==> config.mk <==
export PLATFORM = sky130hd
export DESIGN_NAME = instruction_fetch_unit
export DESIGN_NICKNAME = d
export VERILOG_FILES = /design/src/rtl/fetch_pkg.sv /design/src/rtl/fetch_queue.sv /design/src/rtl/instruction_fetch_unit.sv
export SDC_FILE = /design/constraint.sdc
export NUM_CORES = 1
export LEC_CHECK = 0
export ABC_AREA = 0
export CAP_MARGIN = 20
export CORE_MARGIN = 1
export CORE_UTILIZATION = 55
export CTS_BUF_LIST = sky130_fd_sc_hd__clkbuf_4
export DETAILED_ROUTE_END_ITERATION = 7
export GPL_ROUTABILITY_DRIVEN = 0
export PLACE_DENSITY_LB_ADDON = 0.15
export SETUP_SLACK_MARGIN = 0.05
export SLEW_MARGIN = 20
export SYNTH_ARGS = -nofsm -noshare
export SYNTH_HDL_FRONTEND = slang
export SYNTH_HIERARCHICAL = 1
export SYNTH_SLANG_ARGS = --single-unit
==> constraint.sdc <==
create_clock -name clk -period 8.25 [get_ports clk]
set_input_delay 0.825 -clock clk [delete_from_list [all_inputs] [get_ports clk]]
set_output_delay 0.825 -clock clk [all_outputs]
set_load 0.01 [all_outputs]
==> src/rtl/fetch_pkg.sv <==
// Shared fetch-stage types and defaults.
// Holds address/instruction widths, reset PC, NOP encoding and the queue entry.
package fetch_pkg;

    localparam int unsigned DEF_ADDR_W = 32;
    localparam int unsigned INSTR_W = 32;
    localparam logic [31:0] DEF_RESET_PC = 32'h0000_0000;
    localparam logic [INSTR_W-1:0] NOP_INSTR = 32'h0000_0000;

    typedef struct packed {
        logic [INSTR_W-1:0] instr;
        logic [DEF_ADDR_W-1:0] pc;
    } fetch_entry_t;

endpackage

==> src/rtl/fetch_queue.sv <==
// Synchronous FIFO used for request PCs and fetched instructions.
// Ports: clk, reset, flush_i, push_i/data_i, pop_i, count_o, head_o, empty_o.
module fetch_queue #(
    parameter int unsigned DEPTH = 2,
    parameter int unsigned WIDTH = 32
) (
    input  logic                       clk,
    input  logic                       reset,
    input  logic                       flush_i,
    input  logic                       push_i,
    input  logic [WIDTH-1:0]           data_i,
    input  logic                       pop_i,
    output logic [$clog2(DEPTH):0]     count_o,
    output logic [WIDTH-1:0]           head_o,
    output logic                       empty_o
);

    localparam int unsigned AW = (DEPTH > 1) ? $clog2(DEPTH) : 1;
    localparam int unsigned CW = $clog2(DEPTH) + 1;
    localparam logic [CW-1:0] FULL_C = CW'(DEPTH);
    localparam logic [CW-1:0] ONE_C = CW'(1);
    localparam logic [AW-1:0] STEP_C = AW'(1);

    logic [WIDTH-1:0] mem_q [DEPTH];
    logic [AW-1:0]    wr_ptr_q, wr_ptr_d;
    logic [AW-1:0]    rd_ptr_q, rd_ptr_d;
    logic [CW-1:0]    count_q, count_d;
    logic             full;
    logic             do_push;
    logic             do_pop;

    assign empty_o = (count_q == '0);
    assign full    = (count_q == FULL_C);
    assign do_pop  = pop_i && !empty_o;
    // A push into a full queue is accepted only when a pop frees a slot.
    assign do_push = push_i && (!full || do_pop);
    assign count_o = count_q;
    assign head_o  = mem_q[rd_ptr_q];

    always_comb begin
        wr_ptr_d = wr_ptr_q;
        rd_ptr_d = rd_ptr_q;
        count_d  = count_q;
        if (flush_i) begin
            wr_ptr_d = '0;
            rd_ptr_d = '0;
            count_d  = '0;
        end else begin
            if (do_push) begin
                wr_ptr_d = wr_ptr_q + STEP_C;
            end
            if (do_pop) begin
                rd_ptr_d = rd_ptr_q + STEP_C;
            end
            unique case ({do_push, do_pop})
                2'b10:   count_d = count_q + ONE_C;
                2'b01:   count_d = count_q - ONE_C;
                default: count_d = count_q;
            endcase
        end
    end

    always_ff @(posedge clk) begin
        if (reset) begin
            wr_ptr_q <= '0;
            rd_ptr_q <= '0;
            count_q  <= '0;
        end else begin
            wr_ptr_q <= wr_ptr_d;
            rd_ptr_q <= rd_ptr_d;
            count_q  <= count_d;
        end
    end

    always_ff @(posedge clk) begin
        if (!flush_i && do_push) begin
            mem_q[wr_ptr_q] <= data_i;
        end
    end

endmodule

==> src/rtl/instruction_fetch_unit.sv <==
// Fetch stage: owns the PC, issues imem requests, queues returned words for IF/ID.
// Ports: clk/reset, imem_req_*, imem_rsp_*, redirect_*, stall, instr_valid/instr_out/pc_out.
// Optional FETCH_PERF_CNT_EN adds perf_fetched and perf_dropped counters.
module instruction_fetch_unit
    import fetch_pkg::*;
#(
    parameter int unsigned ADDR_W = DEF_ADDR_W,
    parameter logic [ADDR_W-1:0] RESET_PC = ADDR_W'(DEF_RESET_PC),
    parameter int unsigned QDEPTH = 2
) (
    input  logic               clk,
    input  logic               reset,
    output logic               imem_req_valid,
    input  logic               imem_req_ready,
    output logic [ADDR_W-1:0]  imem_req_addr,
    input  logic               imem_rsp_valid,
    input  logic [INSTR_W-1:0] imem_rsp_data,
    input  logic               redirect_valid,
    input  logic [ADDR_W-1:0]  redirect_pc,
    input  logic               stall,
    output logic               instr_valid,
    output logic [INSTR_W-1:0] instr_out,
    output logic [ADDR_W-1:0]  pc_out
`ifdef FETCH_PERF_CNT_EN
    ,
    output logic [31:0]        perf_fetched,
    output logic [31:0]        perf_dropped
`endif
);

    localparam int unsigned CW = $clog2(QDEPTH) + 1;
    localparam int unsigned EW = INSTR_W + ADDR_W;
    localparam logic [CW:0]     QD_C = (CW + 1)'(QDEPTH);
    localparam logic [CW-1:0]   ONE_C = CW'(1);
    localparam logic [ADDR_W-1:0] PC_STEP = ADDR_W'(4);

    logic [ADDR_W-1:0] fetch_pc_q, fetch_pc_d;
    logic [CW-1:0]     drop_cnt_q, drop_cnt_d;

    logic [CW-1:0]     outstanding;
    logic [ADDR_W-1:0] rq_head;
    logic              rq_empty;

    logic [CW-1:0]     iq_count;
    logic [EW-1:0]     iq_head;
    logic              iq_empty;

    logic [CW:0]       inflight;
    logic              req_fire;
    logic              rsp_drop;
    logic              rsp_keep;
    logic              pop;
    logic              unused_rpc_lo;

    assign unused_rpc_lo = ^redirect_pc[1:0];

    // Credits cover both in-flight requests and queued words; a pop in the
    // same cycle is not credited back until the next cycle.
    assign inflight = {1'b0, outstanding} + {1'b0, iq_count};
    assign imem_req_valid = !reset && !redirect_valid && (inflight < QD_C);
    assign imem_req_addr  = fetch_pc_q;
    assign req_fire = imem_req_valid && imem_req_ready;

    // Any response arriving during a redirect belongs to the old stream.
    assign rsp_drop = imem_rsp_valid && (redirect_valid || (drop_cnt_q != '0));
    assign rsp_keep = imem_rsp_valid && !rsp_drop;

    assign instr_valid = !iq_empty;
    assign pop = instr_valid && !stall && !redirect_valid;
    assign instr_out = instr_valid ? iq_head[EW-1:ADDR_W] : NOP_INSTR;
    assign pc_out    = instr_valid ? iq_head[ADDR_W-1:0] : '0;

    // Tracks the PC of every accepted request; its occupancy is the
    // outstanding-request count. Never flushed: old responses still pop it.
    fetch_queue #(
        .DEPTH (QDEPTH),
        .WIDTH (ADDR_W)
    ) u_req_pc_q (
        .clk     (clk),
        .reset   (reset),
        .flush_i (1'b0),
        .push_i  (req_fire),
        .data_i  (fetch_pc_q),
        .pop_i   (imem_rsp_valid),
        .count_o (outstanding),
        .head_o  (rq_head),
        .empty_o (rq_empty)
    );

    fetch_queue #(
        .DEPTH (QDEPTH),
        .WIDTH (EW)
    ) u_instr_q (
        .clk     (clk),
        .reset   (reset),
        .flush_i (redirect_valid),
        .push_i  (rsp_keep),
        .data_i  ({imem_rsp_data, rq_head}),
        .pop_i   (pop),
        .count_o (iq_count),
        .head_o  (iq_head),
        .empty_o (iq_empty)
    );

    always_comb begin
        fetch_pc_d = fetch_pc_q;
        drop_cnt_d = drop_cnt_q;
        if (redirect_valid) begin
            fetch_pc_d = {redirect_pc[ADDR_W-1:2], 2'b00};
            drop_cnt_d = imem_rsp_valid ? (outstanding - ONE_C) : outstanding;
        end else begin
            if (req_fire) begin
                fetch_pc_d = fetch_pc_q + PC_STEP;
            end
            if (rsp_drop) begin
                drop_cnt_d = drop_cnt_q - ONE_C;
            end
        end
    end

    always_ff @(posedge clk) begin
        if (reset) begin
            fetch_pc_q <= RESET_PC;
            drop_cnt_q <= '0;
        end else begin
            fetch_pc_q <= fetch_pc_d;
            drop_cnt_q <= drop_cnt_d;
        end
    end

`ifdef FETCH_PERF_CNT_EN
    logic [31:0] perf_fetched_q, perf_fetched_d;
    logic [31:0] perf_dropped_q, perf_dropped_d;
    logic [31:0] flushed_n;

    // Queue entries thrown away by a redirect count as dropped work.
    assign flushed_n = redirect_valid ? 32'(iq_count) : 32'd0;

    always_comb begin
        perf_fetched_d = perf_fetched_q + 32'(pop);
        perf_dropped_d = perf_dropped_q + 32'(rsp_drop) + flushed_n;
    end

    always_ff @(posedge clk) begin
        if (reset) begin
            perf_fetched_q <= '0;
            perf_dropped_q <= '0;
        end else begin
            perf_fetched_q <= perf_fetched_d;
            perf_dropped_q <= perf_dropped_d;
        end
    end

    assign perf_fetched = perf_fetched_q;
    assign perf_dropped = perf_dropped_q;
`else
    // Counters compiled out; fetch behaviour is unchanged.
`endif

`ifndef SYNTHESIS
    always @(posedge clk) begin
        if (!reset) begin
            assert (!(imem_rsp_valid && rq_empty))
                else $error("imem response with no request outstanding");
        end
    end
`endif

endmodule
==> flow_metrics.env <==
export IMPL_layout_cell_area_non_filler_sq_um=12600
export IMPL_r2r_end="u_req_pc_q/mem_q[1][2]"
export IMPL_post_route_cells_drive_above_1_share_pct=22.2
export IMPL_min_path_cells=2
export IMPL_fmax_mhz=277
export IMPL_end_kind="output port"
export IMPL_initial_antenna_violation_count=0
export IMPL_worst_r2r_cell_count=9
export IMPL_worstReg2RegStart="u_instr_q/count_o[0]"
export IMPL_final_antenna_net_count=0
export IMPL_cp_max_fo=64
export IMPL_layout_stage_area_growth_over_the_synthesis_result_pct=26.2
export IMPL_worstPathArrival_ns=2.78
export IMPL_wl_per_cell_um=18.4
export IMPL_clock_insertion_delay_worst_skew_ns=0.66
export IMPL_drt_pass1_iterations=5
export IMPL_timing_hold_ws_ns=0.500
export IMPL_critical_path_buf_inv_count=2
export IMPL_cts_buffers_inserted=57
export IMPL_initial_core_util_pct=57.0
export IMPL_die_h_um=137
export IMPL_cts_buffer_depth=3
export IMPL_placementRows=48
export IMPL_finalPower_mw=2.42
export IMPL_cp_start_kind="flop"
export IMPL_finalCritPeriodShare_pct=43.7
export IMPL_die_width_um=137
export IMPL_tritoncts_num_sinks=234
export IMPL_crit_chain="buf_4 -> mux2_2 -> nor2b_1 -> clkdlybuf4s50_1"
export IMPL_static_leakage_power_nw=4.16
export IMPL_dpl_cell_area_sq_um=11900
export IMPL_fillCellCount=1179
export IMPL_final_setup_skew_ns=0.0409
export IMPL_detailedPlace_worstSlack_ns=4.78
export IMPL_timing_hold_worst_endpoint="u_instr_q/wr_ptr_q"
export IMPL_most_frequent_cells_in_the_layout="edfxtp_1 (192), clkdlybuf4s50_1 (163), mux2_2 (90), clkbuf_4 (77), nor2b_1 (67)"
export IMPL_grt_first_pass_wirelength_mm=34.0
export IMPL_post_drt_via_cell_ratio=5.79
export IMPL_cp_depth=4
export IMPL_timing_final_ws_setup_ns=4.65
export IMPL_combined_area_of_the_multi_input_logic_cells_sq_um=3230
export IMPL_detail_route_drc_violations=0
export IMPL_routed_wirelength_mm=21.7
export IMPL_clk_transition_reported_paths_ns=0.06
export IMPL_max_stage_delay_ns=0.64
export IMPL_total_grt_usage_pct=23.7
export IMPL_io_buffers=163
export IMPL_hold_path_startpoint="u_instr_q/wr_ptr_q"
export IMPL_boundaryPins=168
export IMPL_syn_inst=704
export IMPL_cts_hold_buffers=0
export IMPL_drv_max_cap_violation_count=0
export IMPL_final_cell_count_no_fill=1177
export IMPL_dpl_cell_count=1078
export IMPL_tightest_slew_ns=1.16
export IMPL_grt_max_degree=66
export IMPL_min_period_ns=3.60
export IMPL_grt_remaining_overflow=0
export IMPL_synthesis_area_per_instance_sq_um=14.2
export IMPL_final_common_cell="edfxtp_1"
export IMPL_detailedRoute_firstIterationViolations=456
export IMPL_final_max_slew_violation_count=0
export IMPL_synthesis_area_sq_um=9990
export IMPL_antenna_cells=0
export IMPL_cts_resized=0
export IMPL_powerDensity_nw_per_um2=192
export IMPL_hpwl_mm=13.4
export IMPL_min_delay_path_class="reg2reg"
export IMPL_layout_area_seq_sq_um=6610
export IMPL_worst_ir_drop_vdd_mv=0.192
export IMPL_net_count_of_the_finished_layout=985
export IMPL_setup_violations=0
export IMPL_setup_worst_path_class="reg2out"
export IMPL_post_cts_setup_bufs=0
export IMPL_rsz0062_at_grt="false"
export IMPL_reg2reg_slack_ns=4.93
export IMPL_cp_top_family="buffers and inverters"
export IMPL_timing_critical_path_required_ns=7.42
export IMPL_core_region_area_sq_um=17500
export IMPL_finalSetupTns_ns=0
export IMPL_die_area_sq_um=18700
export IMPL_relative_slew_margins_pct=22.1
export IMPL_cts_root_buffer_cell="clkbuf_4"
export IMPL_num_vias=6814
export IMPL_worst_path_max_delay_cell="buf_4"
export IMPL_first_global_vias=7054
export IMPL_final_core_utilization_pct=71.9
export IMPL_hold_viol=0
export IMPL_cts_htree_levels=2
export IMPL_run_status="completed"
export IMPL_cts_tree="yes"
export IMPL_yosysWarningCount=6
## where the power goes
group	switching [mW]	leakage (nW)	internal (mW)
combinational	0.0718	1.62	0.0848
sequential	0.0306	2.10	1.30
clock	0.440	0.437	0.498
## registers in the layout, summed over array words and instances (netlist names), named ones only
signal	count
drop_cnt_q	2
u_instr_q/mem_q	128
u_instr_q/count_o	2
u_instr_q/rd_ptr_q	1
u_req_pc_q/count_o	2
imem_req_addr	30
u_req_pc_q/mem_q	64
u_instr_q/wr_ptr_q	1
u_req_pc_q/wr_ptr_q	1
u_req_pc_q/rd_ptr_q	1
## worst min-delay path: stages, from the launching register on
cell and delay [ns]:
dfxtp_1 0.33, nand2_1 0.06, mux2i_1 0.06
## layout make-up
type | instances | share of cell area (%)
Timing Repair Buffer | 174 | 13.6
Clock buffer | 77 | 4.59
Inverter | 13 | 0.387
Clock inverter | 22 | 1.17
Multi-Input combinational cell | 432 | 25.6
Tap cell | 225 | 2.23
Sequential cell | 234 | 52.4
## worst max-delay path by stage
| stage | startpoint | to | slack (ns) |
|---|---|---|---|
| floorplan | redirect_valid | u_instr_q/mem_q[1][0] | 0.88 |
| global placement | reset | imem_req_valid | 4.79 |
| detailed placement | reset | imem_req_valid | 4.78 |
| CTS | flop | pc_out[23] | 4.58 |
| global route | flop | pc_out[23] | 4.47 |
| finish | flop | pc_out[23] | 4.65 |
## metal layers
metal,global-route usage [%],up-vias,share of wire (%)
met1,28.0,3233,39
met3,6.78,64,9.6
met4,10.8,0,2.3
met2,40.1,392,49
met5,0,-,0
li1,-,3125,-
Power figures use the tool's default switching activity.
